`config.mk`:
```
export PLATFORM = sky130hd
export DESIGN_NAME = cipher_loop_ctrl_flat
export DESIGN_NICKNAME = d
export VERILOG_FILES = /design/src/rtl/cipher_loop_ctrl_if.sv /design/src/rtl/cipher_loop_ctrl.sv /design/src/flat_wrapper.sv
export SDC_FILE = /design/constraint.sdc
export NUM_CORES = 1
export LEC_CHECK = 0
export ABC_CLOCK_PERIOD_IN_PS = 1600
export CAP_MARGIN = 20
export CORE_MARGIN = 1.5
export CORE_UTILIZATION = 44
export CTS_CLUSTER_DIAMETER = 40
export DETAILED_ROUTE_END_ITERATION = 6
export PLACE_DENSITY_LB_ADDON = 0.25
export SETUP_SLACK_MARGIN = 0.4
export SYNTH_ARGS = -nofsm -noshare
export SYNTH_HDL_FRONTEND = slang
export SYNTH_SLANG_ARGS = --single-unit
```
`constraint.sdc`:
```
create_clock -name sys_clk -period 1.6 [get_ports sys_clk]
set_input_delay 0.48 -clock sys_clk [delete_from_list [all_inputs] [get_ports sys_clk]]
set_output_delay 0.48 -clock sys_clk [all_outputs]
set_load 0.1 [all_outputs]
```
`src/rtl/cipher_loop_ctrl_if.sv`:
```
// cipher_loop_ctrl_if: bundles the receiver, transmitter, key-load and
// cipher-core signals of cipher_loop_ctrl.
//   master : the controller (drives send/core/status, observes the rest)
//   slave  : the surrounding receiver/transmitter/core environment
interface cipher_loop_ctrl_if #(
    parameter int BLK_W = 64,
    parameter int KEY_W = 80
);
    // receiver side
    logic             recv_done;
    logic [BLK_W-1:0] recv_data;
    logic             mode_dec;
    // transmitter side
    logic             tx_busy;
    logic             send_en;
    logic [BLK_W-1:0] send_data;
    // run-time key load
    logic             key_wr;
    logic [KEY_W-1:0] key_data;
    // cipher core
    logic             core_start;
    logic             core_dec;
    logic [BLK_W-1:0] core_state;
    logic [KEY_W-1:0] core_key;
    logic             core_ce;
    logic             core_done;
    logic [BLK_W-1:0] core_result;
    // status
    logic             ovf;
    logic             busy;

    modport master (
        input  recv_done, recv_data, mode_dec, tx_busy, key_wr, key_data,
               core_done, core_result,
        output send_en, send_data, core_start, core_dec, core_state, core_key,
               core_ce, ovf, busy
    );

    modport slave (
        output recv_done, recv_data, mode_dec, tx_busy, key_wr, key_data,
               core_done, core_result,
        input  send_en, send_data, core_start, core_dec, core_state, core_key,
               core_ce, ovf, busy
    );
endinterface

```
`src/rtl/cipher_loop_ctrl.sv`:
```
// cipher_loop_ctrl: sequences received blocks through a block-cipher core
// and hands results to a transmitter.
//   sys_clk, sys_rst_n : clock, asynchronous active-low reset
//   bus (master)       : recv_done/recv_data/mode_dec in, tx_busy in,
//                        send_en/send_data out, key_wr/key_data in,
//                        core_start/core_dec/core_state/core_key/core_ce out,
//                        core_done/core_result in, ovf/busy out
// A one-entry pending slot lets a block queue while the core or the
// transmitter is occupied; a second queued block is dropped and flagged.
module cipher_loop_ctrl #(
    parameter int               BLK_W   = 64,
    parameter int               KEY_W   = 80,
    parameter int               CE_DIV  = 100,
    parameter logic [KEY_W-1:0] KEY_RST = {KEY_W{1'b1}},
    parameter bit               BIT_REV = 1'b1
) (
    input  logic               sys_clk,
    input  logic               sys_rst_n,
    cipher_loop_ctrl_if.master bus
);
    localparam int CNT_W = (CE_DIV > 1) ? $clog2(CE_DIV) : 1;
    localparam logic [CNT_W-1:0] CNT_MAX = CNT_W'(CE_DIV - 1);

    typedef enum logic [1:0] {IDLE, RUN, WAIT_TX} state_t;

    state_t           state_q, state_d;
    logic             d0, d1, flag;
    logic             slot_full, slot_dec;
    logic [BLK_W-1:0] slot_data;
    logic [KEY_W-1:0] shadow_key, core_key_q;
    logic [BLK_W-1:0] result_q, result_out;
    logic [BLK_W-1:0] core_state_q, send_data_q;
    logic             core_start_q, core_dec_q, send_en_q, ovf_q;
    logic [CNT_W-1:0] ce_cnt;
    logic             ld_core, take_res, do_send;
    logic             slot_accept;

    // Rising-edge detect on the receiver's level signal.
    assign flag = d0 & ~d1;

    always_ff @(posedge sys_clk or negedge sys_rst_n) begin
        if (!sys_rst_n) begin
            d0 <= 1'b0;
            d1 <= 1'b0;
        end else begin
            d0 <= bus.recv_done;
            d1 <= d0;
        end
    end

    // Free-running core clock-enable divider, independent of the FSM.
    always_ff @(posedge sys_clk or negedge sys_rst_n) begin
        if (!sys_rst_n)             ce_cnt <= '0;
        else if (ce_cnt == CNT_MAX) ce_cnt <= '0;
        else                        ce_cnt <= ce_cnt + CNT_W'(1);
    end

    assign bus.core_ce = (ce_cnt == CNT_MAX);

    // FSM
    always_ff @(posedge sys_clk or negedge sys_rst_n) begin
        if (!sys_rst_n) state_q <= IDLE;
        else            state_q <= state_d;
    end

    always_comb begin
        state_d  = state_q;
        ld_core  = 1'b0;
        take_res = 1'b0;
        do_send  = 1'b0;
        unique case (state_q)
            IDLE: if (slot_full) begin
                ld_core = 1'b1;
                state_d = RUN;
            end
            RUN: if (bus.core_done) begin
                take_res = 1'b1;
                state_d  = WAIT_TX;
            end
            WAIT_TX: if (!bus.tx_busy) begin
                do_send = 1'b1;
                state_d = IDLE;
            end
            default: state_d = IDLE;
        endcase
    end

    // A capture is accepted when the slot is empty or is being drained into
    // the core on this same edge.
    assign slot_accept = flag & (~slot_full | ld_core);

    always_ff @(posedge sys_clk or negedge sys_rst_n) begin
        if (!sys_rst_n) begin
            slot_full <= 1'b0;
            slot_data <= '0;
            slot_dec  <= 1'b0;
            ovf_q     <= 1'b0;
        end else begin
            if (slot_accept) begin
                slot_full <= 1'b1;
                slot_data <= bus.recv_data;
                slot_dec  <= bus.mode_dec;
            end else if (ld_core) begin
                slot_full <= 1'b0;
            end
            if (flag && !slot_accept) ovf_q <= 1'b1;
        end
    end

    // Key: the shadow takes every write; the core copy follows the shadow
    // only in IDLE, so it is frozen for the whole of a core run. A block
    // started from IDLE picks up the shadow on the same edge core_start rises.
    always_ff @(posedge sys_clk or negedge sys_rst_n) begin
        if (!sys_rst_n) begin
            shadow_key <= KEY_RST;
            core_key_q <= KEY_RST;
        end else begin
            if (bus.key_wr)      shadow_key <= bus.key_data;
            if (state_q == IDLE) core_key_q <= shadow_key;
        end
    end

    // Core and transmit datapath
    always_ff @(posedge sys_clk or negedge sys_rst_n) begin
        if (!sys_rst_n) begin
            core_start_q <= 1'b0;
            core_dec_q   <= 1'b0;
            core_state_q <= '0;
            result_q     <= '0;
            send_en_q    <= 1'b0;
            send_data_q  <= '0;
        end else begin
            if (ld_core) begin
                core_start_q <= 1'b1;
                core_state_q <= slot_data;
                core_dec_q   <= slot_dec;
            end else if (take_res) begin
                core_start_q <= 1'b0;
            end
            if (take_res) result_q <= bus.core_result;
            send_en_q <= do_send;
            if (do_send) send_data_q <= result_out;
        end
    end

    generate
        if (BIT_REV) begin : g_rev
            for (genvar k = 0; k < BLK_W; k++) begin : g_bit
                assign result_out[BLK_W-1-k] = result_q[k];
            end
        end else begin : g_pass
            assign result_out = result_q;
        end
    endgenerate

    assign bus.send_en    = send_en_q;
    assign bus.send_data  = send_data_q;
    assign bus.core_start = core_start_q;
    assign bus.core_dec   = core_dec_q;
    assign bus.core_state = core_state_q;
    assign bus.core_key   = core_key_q;
    assign bus.ovf        = ovf_q;
    assign bus.busy       = (state_q != IDLE) | slot_full;
endmodule

```
`src/flat_wrapper.sv`:
```
// flat-port wrapper written by rule: the top's interface ports become plain ports
module cipher_loop_ctrl_flat 
#(
    parameter int               BLK_W   = 64,
    parameter int               KEY_W   = 80,
    parameter int               CE_DIV  = 100,
    parameter logic [KEY_W-1:0] KEY_RST = {KEY_W{1'b1}},
    parameter bit               BIT_REV = 1'b1
)
  (sys_clk, sys_rst_n, bus_recv_done, bus_recv_data, bus_mode_dec, bus_tx_busy, bus_key_wr, bus_key_data, bus_core_done, bus_core_result, bus_send_en, bus_send_data, bus_core_start, bus_core_dec, bus_core_state, bus_core_key, bus_core_ce, bus_ovf, bus_busy);
  cipher_loop_ctrl_if #(.BLK_W(BLK_W), .KEY_W(KEY_W)) bus_i ();
  input  logic sys_clk;
  input  logic sys_rst_n;
  input wire logic [$bits(bus_i.recv_done)-1:0] bus_recv_done;
  input wire logic [$bits(bus_i.recv_data)-1:0] bus_recv_data;
  input wire logic [$bits(bus_i.mode_dec)-1:0] bus_mode_dec;
  input wire logic [$bits(bus_i.tx_busy)-1:0] bus_tx_busy;
  input wire logic [$bits(bus_i.key_wr)-1:0] bus_key_wr;
  input wire logic [$bits(bus_i.key_data)-1:0] bus_key_data;
  input wire logic [$bits(bus_i.core_done)-1:0] bus_core_done;
  input wire logic [$bits(bus_i.core_result)-1:0] bus_core_result;
  output wire logic [$bits(bus_i.send_en)-1:0] bus_send_en;
  output wire logic [$bits(bus_i.send_data)-1:0] bus_send_data;
  output wire logic [$bits(bus_i.core_start)-1:0] bus_core_start;
  output wire logic [$bits(bus_i.core_dec)-1:0] bus_core_dec;
  output wire logic [$bits(bus_i.core_state)-1:0] bus_core_state;
  output wire logic [$bits(bus_i.core_key)-1:0] bus_core_key;
  output wire logic [$bits(bus_i.core_ce)-1:0] bus_core_ce;
  output wire logic [$bits(bus_i.ovf)-1:0] bus_ovf;
  output wire logic [$bits(bus_i.busy)-1:0] bus_busy;
  assign bus_i.recv_done = bus_recv_done;
  assign bus_i.recv_data = bus_recv_data;
  assign bus_i.mode_dec = bus_mode_dec;
  assign bus_i.tx_busy = bus_tx_busy;
  assign bus_i.key_wr = bus_key_wr;
  assign bus_i.key_data = bus_key_data;
  assign bus_i.core_done = bus_core_done;
  assign bus_i.core_result = bus_core_result;
  assign bus_send_en = bus_i.send_en;
  assign bus_send_data = bus_i.send_data;
  assign bus_core_start = bus_i.core_start;
  assign bus_core_dec = bus_i.core_dec;
  assign bus_core_state = bus_i.core_state;
  assign bus_core_key = bus_i.core_key;
  assign bus_core_ce = bus_i.core_ce;
  assign bus_ovf = bus_i.ovf;
  assign bus_busy = bus_i.busy;
  cipher_loop_ctrl #(.BLK_W(BLK_W), .KEY_W(KEY_W), .CE_DIV(CE_DIV), .KEY_RST(KEY_RST), .BIT_REV(BIT_REV)) u_core (.sys_clk(sys_clk), .sys_rst_n(sys_rst_n), .bus(bus_i));
endmodule
```
==> results.py <==
metrics = {
    "status": {
        "outcome": "finished with violations",
        "violations": "setup timing",
    },
    "logic_synthesis": {
        "synth-main-ff-cell": "dfrtp_1",
        "synth.cell_area_sq_mm": 0.01637,
        "ys_ff_latch": 433,
        "synth_top_area_frac": 0.4172,
        "yosysMostFrequentCell": "mux2_2",
        "ys_top_cells_by_area": "dfrtp_1, mux2_2, dfstp_2, buf_6, buf_2",
        "async_flop_share": 1.000,
        "synthTopCellsByCount": "mux2_2, dfrtp_1, dfstp_2",
        "syn_area_per_cell_sq_um": 17.53,
        "synthesis.nets": 1150,
        "yosysSeqAreaShare": 0.6740,
        "yosys.area.top_type": "dfrtp_1",
        "ys_warn_count": 0,
        "synth_cell_types": 29,
        "synth_edf_count": 0,
        "syn-instance-count": 934,
    },
    "hold_path": {
        "min_path_cells": 1,
        "worstHoldPathType": "in -> reg",
        "min_to": "u_core.d0",
        "hp-start": "bus_recv_done",
    },
    "cts": {
        "cts.clk_slew.worst_paths_ns": 0.06,
        "cts_made_buffers": 54,
        "cts_tree": "yes",
        "h-tree-depth": 2,
        "root_buffer": "clkbuf_16",
        "cts_sinks": 433,
        "cts_buffer_depth": 3,
        "clkLatencyLatePin_ns": 0.59,
    },
    "critical_path": {
        "path_class": "reg -> out",
        "path_cells": "or3_4 -> nor2_4 -> buf_12",
        "r2r_end": "u_core.bus.core_state[18]",
        "crit_family": "simple AND/OR/NAND/NOR gates",
        "crit_cells": 3,
        "path_buf_inv": 1,
        "worst-path-max-fanout": 2,
        "timing.rr.start": "u_core.state_q[1]",
        "worst-r2r-setup-slack_ns": -0.44,
        "critPathArrivalTime_ns": 1.70,
        "start_kind": "flip-flop",
        "worstRegToRegCells": 10,
        "required_ns": 1.12,
        "cpMaxStageDelayCell": "or3_4",
        "end_kind": "primary output",
        "slowest_delay_ns": 0.41,
    },
    "layout": {
        "layout.cells.non_filler": 2080,
        "nNetsFinal": 1774,
        "area_growth_syn_to_layout_pct": 77.09,
        "drive_gt1_frac": 0.7600,
    },
    "placement": {
        "place_ws_ns": -0.4360,
        "place_congestion": 0.7999,
        "port_buffers": 428,
        "dpl.hpwl_mm": 29.52,
        "dp.cells": 1844,
    },
    "drt": {
        "dr.pass1.iters": 4,
        "top_layer": "met5",
        "m1WireLength_mm": 19.03,
        "post-route-drc-count": 0,
        "drt-initial-drc-count": 319,
        "postRouteAntennaNets": 0,
        "wl_mm": 50.52,
        "avgRoutedWirePerCell_um": 24.29,
        "via_per_inst": 5.025,
        "dr_total_vias": 10452,
        "wl_met3_mm": 3.278,
        "met2_length_mm": 26.62,
    },
    "sta": {
        "final-setup-viol-count": 556,
        "drv_slew": 0,
        "rsz0062_at_grt": "yes",
        "fin_ws_ns": -0.5794,
        "fmax_mhz": 458.8,
        "period_share": 1.362,
        "relSlewSlack": 0.7333,
        "worst_slew_pin_slew_ns": 0.4000,
        "finClkSkew_ns": 0.01494,
        "holdWs_ns": 0.3457,
        "fin_crit_ns": 2.179,
        "hold_viol_final": 0,
    },
    "die": {
        "die_h_um": 195.9,
        "start_util": 0.4472,
        "ios": 429,
        "dieArea_sq_mm": 0.03838,
        "fp.dieW_um": 195.9,
        "core_sq_mm": 0.03661,
        "core.rowCount": 70,
    },
    "global_routing": {
        "grt_usage": 0.2479,
        "grt_antenna_before_repair": 9,
        "grt_max_degree": 53,
        "overflow": 0,
        "grt_pass1_vias": 11669,
        "grt_pass1_wl_mm": 71.59,
    },
    "job": {
        "drv_cap": 0,
    },
}
[cells by family (layout without fill, tap and decap cells)]
group | after synthesis | in the layout | synth area share
buf+inv | 47 | 717 | 0.02407
flops | 433 | 433 | 0.6740
fa+ha+maj | 1 | 1 | 0.0007641
mux | 419 | 419 | 0.2881
compound gates | 7 | 7 | 0.002980
other cells | 0 | 8 | 0
xor+xnor | 3 | 3 | 0.001605
simple gates | 24 | 24 | 0.008482
[metal layers]
| metal | vias to the layer above | track usage |
|---|---|---|
| li1 | 4579 | - |
| met1 | 5399 | 0.2888 |
| met2 | 370 | 0.4306 |
| met3 | 100 | 0.07667 |
| met4 | 4 | 0.09145 |
| met5 | - | 0 |
[flip-flops by register name (all words and copies together), names as in the netlist, 2 cells and up]
register	count
u_core.slot_data	64
u_core.bus.send_data	64
u_core.bus.core_state	64
u_core.shadow_key	80
u_core.bus.core_key	80
u_core.ce_cnt	7
u_core.state_q	2
u_core.result_q	64
[how the worst max path moves through the flow]
stage,to,slack (ns),startpoint
floorplan,bus_core_ce,-0.19,u_core.ce_cnt[2]
global placement,u_core.bus.send_data[46],-0.40,bus_tx_busy
detailed placement,u_core.bus.send_data[54],-0.44,bus_tx_busy
CTS,bus_core_ce,-0.61,u_core.ce_cnt[4]
global route,bus_core_ce,-0.66,u_core.ce_cnt[4]
finish,bus_core_ce,-0.58,u_core.ce_cnt[4]
[per-stage QoR]
stage	TNS (ns)	util	area, sq um
after floorplan	-0.2637	-	17710
after global placement	-40.72	0.6812	24940
after detailed placement	-42.89	0.6812	24940
after CTS	-128.09	0.7733	28310
after global routing	-161.51	0.7919	28990
final	-136.54	0.7920	29000
[cells in the final DEF (no fill, tap or decap), types with 3 or more instances in the layout]
master,Yosys,layout
dfstp_4,0,80
clkinv_4,0,3
buf_12,0,256
clkinv_2,0,8
clkbuf_16,0,67
nor2_1,5,4
dfrtp_2,0,134
bufinv_16,0,7
clkdlybuf4s50_1,0,212
nand2_1,4,3
dfstp_2,160,80
clkinvlp_4,0,4
buf_16,0,25
buf_6,23,24
buf_4,7,70
mux2_2,418,235
clkbuf_8,0,9
diode_2,0,8
buf_8,0,17
nand3_1,3,3
mux2_4,0,183
xnor2_1,3,3
clkbuf_1,1,8
dfrtp_1,273,139
inv_6,0,5
[layout make-up]
class                           count  area (sq um)
Sequential cell                   433         11500
Timing Repair Buffer              614          9221
Fill cell                        1780          7615
Multi-Input combinational cell    454          5705
Clock buffer                       75          1605
Tap cell                          468         585.6
Clock inverter                     27         350.3
Antenna cell                        8         20.02
Inverter                            1         3.754
[timing repair]
action                                  CTS  global route
hold buffers                              1             0
gates cloned                             23            12
gates resized for setup                  67            44
hold endpoints to repair                 11             0
endpoints found under the setup margin  558           562
pin swaps                                 4             3
setup buffers                            58            32
Power is not shown: default switching activity piles up to over one toggle a cycle in this logic, so the estimate is an artifact.
